<file path="src/rtl/data_memory_sequencer.sv">
// Drives data_memory_manager's address-write / read / write strobe sequence for
// 1..MAX_BEATS byte bursts with post-increment addressing, packing load bytes into a word.
module data_memory_sequencer #(
   parameter int ADDR_WIDTH = 10,
   parameter int DATA_WIDTH = 8,
   parameter int MAX_BEATS  = 4,
   localparam int LEN_WIDTH  = $clog2(MAX_BEATS),
   localparam int WORD_WIDTH = MAX_BEATS * DATA_WIDTH
) (
   input  logic                  clk,
   input  logic                  rst,
   input  logic                  in_req,
   input  logic                  in_op,
   input  logic [ADDR_WIDTH-1:0] in_addr,
   input  logic [LEN_WIDTH-1:0]  in_len,
   input  logic [WORD_WIDTH-1:0] in_wdata,
   output logic                  out_busy,
   output logic                  out_done,
   output logic [WORD_WIDTH-1:0] out_rdata,
   output logic [ADDR_WIDTH-1:0] mem_addr,
   output logic                  mem_addr_write_en,
   output logic                  mem_read_en,
   output logic                  mem_write_en,
   output logic [DATA_WIDTH-1:0] mem_wdata,
   input  logic [DATA_WIDTH-1:0] mem_rdata
);

   typedef enum logic [2:0] {IDLE, ADDR, READ, CAPT, WRITE, DONE} state_t;

   state_t                state_q, state_d;
   logic                  op_q, op_d;
   logic [LEN_WIDTH-1:0]  len_q, len_d;
   logic [LEN_WIDTH-1:0]  beat_q, beat_d;
   logic [ADDR_WIDTH-1:0] addr_q, addr_d;
   logic [WORD_WIDTH-1:0] wdata_q, wdata_d;
   logic [WORD_WIDTH-1:0] rdata_q, rdata_d;

   logic                  busy_q, busy_d;
   logic                  done_q, done_d;
   logic [ADDR_WIDTH-1:0] mem_addr_q, mem_addr_d;
   logic                  addr_we_q, addr_we_d;
   logic                  read_en_q, read_en_d;
   logic                  write_en_q, write_en_d;
   logic [DATA_WIDTH-1:0] mem_wdata_q, mem_wdata_d;

   always_comb begin
      state_d = state_q;
      op_d    = op_q;
      len_d   = len_q;
      beat_d  = beat_q;
      addr_d  = addr_q;
      wdata_d = wdata_q;
      rdata_d = rdata_q;

      case (state_q)
         IDLE: begin
            if (in_req) begin
               op_d    = in_op;
               addr_d  = in_addr;
               len_d   = in_len;
               wdata_d = in_wdata;
               beat_d  = '0;
               rdata_d = '0;
               state_d = ADDR;
            end
         end
         ADDR:  state_d = op_q ? WRITE : READ;
         READ:  state_d = CAPT;
         CAPT, WRITE: begin
            if (state_q == CAPT) begin
               for (int i = 0; i < MAX_BEATS; i++) begin
                  if (beat_q == LEN_WIDTH'(i)) begin
                     rdata_d[i*DATA_WIDTH +: DATA_WIDTH] = mem_rdata;
                  end
               end
            end
            // Address wraps naturally at the top of the address space.
            if (beat_q == len_q) begin
               state_d = DONE;
            end else begin
               beat_d  = beat_q + LEN_WIDTH'(1);
               addr_d  = addr_q + ADDR_WIDTH'(1);
               state_d = ADDR;
            end
         end
         DONE:    state_d = IDLE;
         default: state_d = IDLE;
      endcase
   end

   // Outputs are decoded from the next state so they appear registered in the matching cycle.
   always_comb begin
      busy_d      = (state_d != IDLE);
      done_d      = (state_d == DONE);
      addr_we_d   = (state_d == ADDR);
      read_en_d   = (state_d == READ) || (state_d == CAPT);
      write_en_d  = (state_d == WRITE);
      mem_addr_d  = (state_d inside {ADDR, READ, CAPT, WRITE}) ? addr_d : '0;
      mem_wdata_d = '0;
      for (int i = 0; i < MAX_BEATS; i++) begin
         if (state_d == WRITE && beat_d == LEN_WIDTH'(i)) begin
            mem_wdata_d = wdata_d[i*DATA_WIDTH +: DATA_WIDTH];
         end
      end
   end

   always_ff @(posedge clk or posedge rst) begin
      if (rst) begin
         state_q     <= IDLE;
         op_q        <= 1'b0;
         len_q       <= '0;
         beat_q      <= '0;
         addr_q      <= '0;
         wdata_q     <= '0;
         rdata_q     <= '0;
         busy_q      <= 1'b0;
         done_q      <= 1'b0;
         mem_addr_q  <= '0;
         addr_we_q   <= 1'b0;
         read_en_q   <= 1'b0;
         write_en_q  <= 1'b0;
         mem_wdata_q <= '0;
      end else begin
         state_q     <= state_d;
         op_q        <= op_d;
         len_q       <= len_d;
         beat_q      <= beat_d;
         addr_q      <= addr_d;
         wdata_q     <= wdata_d;
         rdata_q     <= rdata_d;
         busy_q      <= busy_d;
         done_q      <= done_d;
         mem_addr_q  <= mem_addr_d;
         addr_we_q   <= addr_we_d;
         read_en_q   <= read_en_d;
         write_en_q  <= write_en_d;
         mem_wdata_q <= mem_wdata_d;
      end
   end

   assign out_busy          = busy_q;
   assign out_done          = done_q;
   assign out_rdata         = rdata_q;
   assign mem_addr          = mem_addr_q;
   assign mem_addr_write_en = addr_we_q;
   assign mem_read_en       = read_en_q;
   assign mem_write_en      = write_en_q;
   assign mem_wdata         = mem_wdata_q;

endmodule

</file>
<file path="config.mk">
export PLATFORM = sky130hd
export DESIGN_NAME = data_memory_sequencer
export DESIGN_NICKNAME = d
export VERILOG_FILES = /design/src/rtl/data_memory_sequencer.sv
export SDC_FILE = /design/constraint.sdc
export NUM_CORES = 1
export LEC_CHECK = 0
export CAP_MARGIN = 20
export CORE_MARGIN = 5
export CORE_UTILIZATION = 30
export DETAILED_ROUTE_END_ITERATION = 12
export PLACE_DENSITY = 0.67
export SKIP_LAST_GASP = 1
export SYNTH_ARGS = -nofsm -noshare
export SYNTH_HDL_FRONTEND = slang
export SYNTH_SLANG_ARGS = --single-unit
</file>
<file path="constraint.sdc">
create_clock -name clk -period 3.3 [get_ports clk]
set_input_delay 0.66 -clock clk [delete_from_list [all_inputs] [get_ports clk]]
set_output_delay 0.66 -clock clk [all_outputs]
set_load 0.03 [all_outputs]
</file>
# Word level (Yosys, flattened, before mapping)
# Index checks and enable logic that the tools add are counted.
[totals] reg_bits=105 inputBits=56 out_inout_bits=55 elab_cells=82
[classes] add_sub_neg=2 eq_ne=22 mux=24 n_reduce_logical=17
[ops] op="$mux W32" count=4
[ops] op="$mux W8" count=8
[ops] op="$pmux W32 S2" count=1
[ops] op="$mux W10" count=3
[ops] op="$pmux W10 S2" count=1
[ops] op="$reduce_and A4 Y1" count=4
[ops] op="$eq A3 B2 Y1 const B" count=4
[ops] op="$ne A2 B2 Y1 const B" count=6
[ops] op="$pmux W3 S4" count=1
[ops] op="$add A10 B1 Y10 const B" count=1
[ops] op="$eq A3 B3 Y1 const B" count=3
[ops] op="$mux W3" count=3
[ops] op="$eq A2 B2 Y1 const B" count=4
[ops] op="$eq A3 B1 Y1 const B" count=2
[ops] op="$eq A2 B1 Y1 const B" count=2
[ops] op="$logic_and A1 B1 Y1" count=4
[ops] op="$logic_not A2 Y1" count=2
[ops] op="$mux W2" count=2
[ops] op="$pmux W2 S2" count=1
[ops] op="$reduce_bool A4 Y1" count=1
[ops] op="$logic_not A3 Y1" count=1
[ops] op="$reduce_bool A3 Y1" count=1
[ops] op="$add A2 B1 Y2 const B" count=1
[ops] op="$eq A2 B2 Y1" count=1
[ops] op="4 further kinds" count=4

# Longest topological paths before layout
[depth] word_depth=9 depth_mapped=8 ltp_nobuf=6

# Worst setup path before layout
# OpenSTA, ideal clock, no wires.
[synth_timing] path_type="input -> register" startpoint="in in_req" endpoint="reg mem_wdata_q[3], in the netlist mem_wdata[3]" setup_ns=0.126 arrival_time_ns=1.900 required_ns=3.174 setup_slack_ns=1.274 stages=5 path_buffers=2 path_cell_list="nor4b_4 buf_4 buf_4 mux2_2 a221o_1"
[synth_between] word_cells_on_any_way=19 cone_classes="eq/ne (4); mux (10); reduce/logical (5)"
[synth_rtl] element="start: declaration" line_no="12" source="input logic in_req,"
[synth_rtl] element="$mux W32" line_no="57" source="if (in_req) begin"
[synth_rtl] element="$mux W32" line_no="55" source="case (state_q)"
[synth_rtl] element="via wdata_d[27]" line_no="35" source="logic [WORD_WIDTH-1:0] wdata_q, wdata_d;"
[synth_rtl] element="$mux W8" line_no="101" source="if (state_d == WRITE && beat_d == LEN_WIDTH'(i)) begin"
[synth_rtl] element="via mem_wdata_d[3]" line_no="44" source="logic [DATA_WIDTH-1:0] mem_wdata_q, mem_wdata_d;"
[synth_rtl] element="end signal: assignment" line_no="137" source="mem_wdata_q <= mem_wdata_d;"
[synth_rtl] element="end: declaration" line_no="44"
# The timed path passes the listed nets, and every way through them passes these cells.
# A chain may end at the register's enable or synchronous reset.

# Worst setup path after layout
[layout_timing] startpoint="in in_req" endpoint="reg mem_wdata_q[1], in the netlist mem_wdata[1]"
[layout_between] word_cells_on_any_way=19 cone_classes="eq/ne (4); mux (10); reduce/logical (5)"
[layout_rtl] element="$mux W32" line_no="57"
[layout_rtl] element="$mux W32" line_no="55"
[layout_rtl] element="via wdata_d[17]" line_no="35"
[layout_rtl] element="$mux W8 (2 in a row)" line_no="101"
[layout_rtl] element="via mem_wdata_d[1]" line_no="44"
# The timed path passes the listed nets, and every way through them passes these cells.

==> flow_summary_export.csv <==
group,metric,value,unit
sta,hold_viol,0,
pwr,pwr-share-seq,0.362,
die,num_rows,45,
global_route,antenna_found_initial,0,
final_layout,stdcell_count,709,
final_layout,fillers,1437,
global_route,grt_pass1_vias,3658,
pwr,p_leak,0.00272,uW
route,routed_via_density,4.95,
die,coreArea,15200,um^2
critical_path,cp.required,3.54,ns
route,drt_pass1_iterations,5,
critical_path,startpoint,"in_req",
critical_path,critPathSlowestCell,"clkdlybuf4s50_1",
sta,setup_viol,0,
route,wire_per_inst,16.7,um
placement,dp_hpwl,8260,um
global_route,grt_overflow_total,0,
route,ant_nets,0,
critical_path,cp_max_fo,39,
pwr,power.switching,2620,uW
sta,drv_slew,0,
cts,cts_root_buffer,"clkbuf_16",
global_route,grt_max_degree,106,
die,start_util,0.307,
cts,cts_buffers,9,
sta,max_freq,401,MHz
pwr,internal_power,3750,uW
critical_path,endpoint,"mem_wdata[1]",
synthesis,yosys_warnings,0,
cts,holdBufCountCts,0,
critical_path,r2r-end,"mem_wdata[3]",
sta,relSlewSlack,0.493,
die,fp.dieH,135,um
critical_path,path_cells,"clkdlybuf4s50_1, nor4b_4, buf_12, mux2_4, nand4_1, a21bo_1, a221o_1",
critical_path,end_kind,"flip-flop",
critical_path,crit_type,"in2reg",
synthesis,synth.net_count,474,
cts,numClockSinks,105,
route,drcViolationCount,0,
synthesis,syn_inst,413,
sta,period_minus_slack,2.50,ns
die,io_pins,111,
critical_path,max_stage_delay,0.57,ns
final_layout,drive_gt1_frac,0.121,
synthesis,avgSynthCellArea,11.3,um^2
pwr,swShare,0.411,
cts,clock_latency,0.35,ns
critical_path,r2r_cells,6,
cts,cts_tree,"yes",
route,drtIter0Drc,164,
synthesis,syn_area,4660,um^2
critical_path,arrival,2.73,ns
die,die_w,135,um
final_layout,area_delta_synth_final,34.3,%
global_route,grt_first_pass_wirelength,19200,um
critical_path,cp-start-kind,"input port",
cts,cts_setup_buffers,0,
synthesis,synth_flop_cell,"dfrtp_1",
route,via_count,3511,
sta,period_share,0.756,
cts,clockBufferDepth,2,
sta,final.setup.tns,0,ns
final_layout,diodes,0,
sta,skew,0.0102,ns
final_layout,multiInputGateArea,1870,um^2
synthesis,synth.distinct_cells,50,
placement,dp_cells,693,
sta,rsz0062_at_grt,"no",
critical_path,r2r-start,"state_q[1]",
cts,post_cts_resized,0,
synthesis,synth-async-reset-ratio,1.00,
route,routed_wl,11800,um
synthesis,synth_seq_cells,105,
pwr,ir_drop,0.344,mV
pwr,p_clk_frac,0.173,
cts,cts_max_level,3,
final_layout,nets,577,
die,die_area,18100,um^2
placement,gp_congestion,0.825,
final_layout,most-common-layout-cells,"clkdlybuf4s50_1 (110), dfrtp_1 (105), nand2_1 (58), o21ai_0 (36), mux2_2 (25)",
flow_run,cap_violations,0,
synthesis,synth_edf_count,0,
sta,tightest_slew,0.761,ns
min_path,hold_path_class,"reg2reg",
cts,path_clk_slew,0.07,ns
final_layout,final-seq-area,2630,um^2
pwr,power_density,1020,nW/um^2
pwr,p_comb_frac,0.465,
global_route,grt.total_usage,0.135,
synthesis,ys_seq_area_frac,0.564,
status,status,"finished, final reports clean",
critical_path,rrSetupSlack,0.88,ns
final_layout,final_common_cell,"clkdlybuf4s50_1",
placement,port_buffers,110,
## per-layer routing
layer | GRT usage | routed length [um] | vias up | share of wire
met4 | 0.0532 | 254 | 0 | 0.021
met1 | 0.173 | 5160 | 1700 | 0.44
met3 | 0.0384 | 748 | 21 | 0.063
li1 | - | - | 1676 | -
met2 | 0.215 | 5650 | 114 | 0.48
met5 | 0 | 0 | - | 0
## registers in the layout, indices dropped and copies added (netlist names)
name,count
out_rdata,32
wdata_q,32
addr_q,10
mem_addr,10
mem_wdata,8
state_q,3
beat_q,2
len_q,2
mem_addr_write_en,1
mem_read_en,1
mem_write_en,1
op_q,1
out_busy,1
out_done,1
## metrics by stage
| step | setup slack (ns) | utilization | cell area [um^2] | hold WS [ns] | power (uW) |
|---|---|---|---|---|---|
| 3_3_place_gp | 0.509 | 0.391 | 5950 | 0.464 | 5240 |
| 2_1_floorplan | 1.27 | - | 4670 | 0.448 | 4210 |
| 4_1_cts | 0.812 | 0.412 | 6260 | 0.488 | 6460 |
| 3_5_place_dp | 0.432 | 0.391 | 5950 | 0.468 | 5320 |
| 5_1_grt | 0.720 | 0.412 | 6260 | 0.508 | 6780 |
| 6_report | 0.804 | 0.412 | 6260 | 0.481 | 6360 |
## worst min path at each step
| stage | from | endpoint | slack, ns | cells after the start |
|---|---|---|---|---|
| floorplan | wdata_q[23] | wdata_q[23] | 0.45 | 1 |
| global placement | out_rdata[11] | out_rdata[11] | 0.46 | 2 |
| detailed placement | wdata_q[23] | wdata_q[23] | 0.47 | 1 |
| CTS | out_rdata[13] | out_rdata[13] | 0.49 | 2 |
| global route | out_rdata[10] | out_rdata[10] | 0.51 | 2 |
| finish | out_rdata[13] | out_rdata[13] | 0.48 | 2 |
## kinds of logic (layout without fill, tap and decap cells)
family                   count (synthesis)  after routing  share of synthesized area
AO/OA/AOI/OAI                           99             99                      0.148
XOR/XNOR                                 8              8                     0.0150
adder cells (fa/ha/maj)                  5              5                     0.0134
buffers and inverters                   35            143                     0.0365
flip-flops                             105            105                      0.564
multiplexers                            36             36                     0.0923
AND/OR/NAND/NOR                        125            125                      0.131
## cell usage after synthesis (all sizes together) (2+ instances only)
cell	n	area (um^2)
a21o	7	52.6
o221ai	3	32.5
a211oi	3	22.5
nor3	4	20.0
a22o	4	35.0
or2	2	12.5
nand2	59	224
a31oi	7	43.8
xnor2	6	52.6
nor2	11	41.3
o211ai	2	20.0
and3	10	62.6
a21oi	11	70.1
clkbuf	9	33.8
a21bo	7	70.1
a221o	7	70.1
inv	10	37.5
o21ai	38	190
a22oi	4	30.0
nand4	9	56.3
and4	2	17.5
xor2	2	17.5
nor2b	5	31.3
ha	5	62.6
nand3	18	90.1
mux2	35	420
a211o	2	17.5
dfrtp	105	2630
buf	15	95.1
## worst max-delay path: cells and delay by family
kind | cells | cell delay (ns)
muxes | 1 | 0.33
AOI/OAI and AO/OA | 2 | 0.47
buffers and inverters | 2 | 0.85
and+or+nand+nor | 2 | 0.39
## power by group through the flow
stage	sequential, uW	clock, uW	combinational (uW)
floorplan	2730	0	1480
global placement	2310	0	2930
detailed placement	2320	0	3000
CTS	2310	1150	3000
global route	2390	1190	3210
finish	2300	1100	2960
## cell type report
cell class / count / share of cell area
Timing Repair Buffer: 116 / 0.187
Sequential cell: 105 / 0.420
Multi-Input combinational cell: 273 / 0.299
Clock inverter: 7 / 0.0142
Inverter: 11 / 0.00719
Clock buffer: 9 / 0.0360
Tap cell: 188 / 0.0376
(Power assumes the default switching activity.)
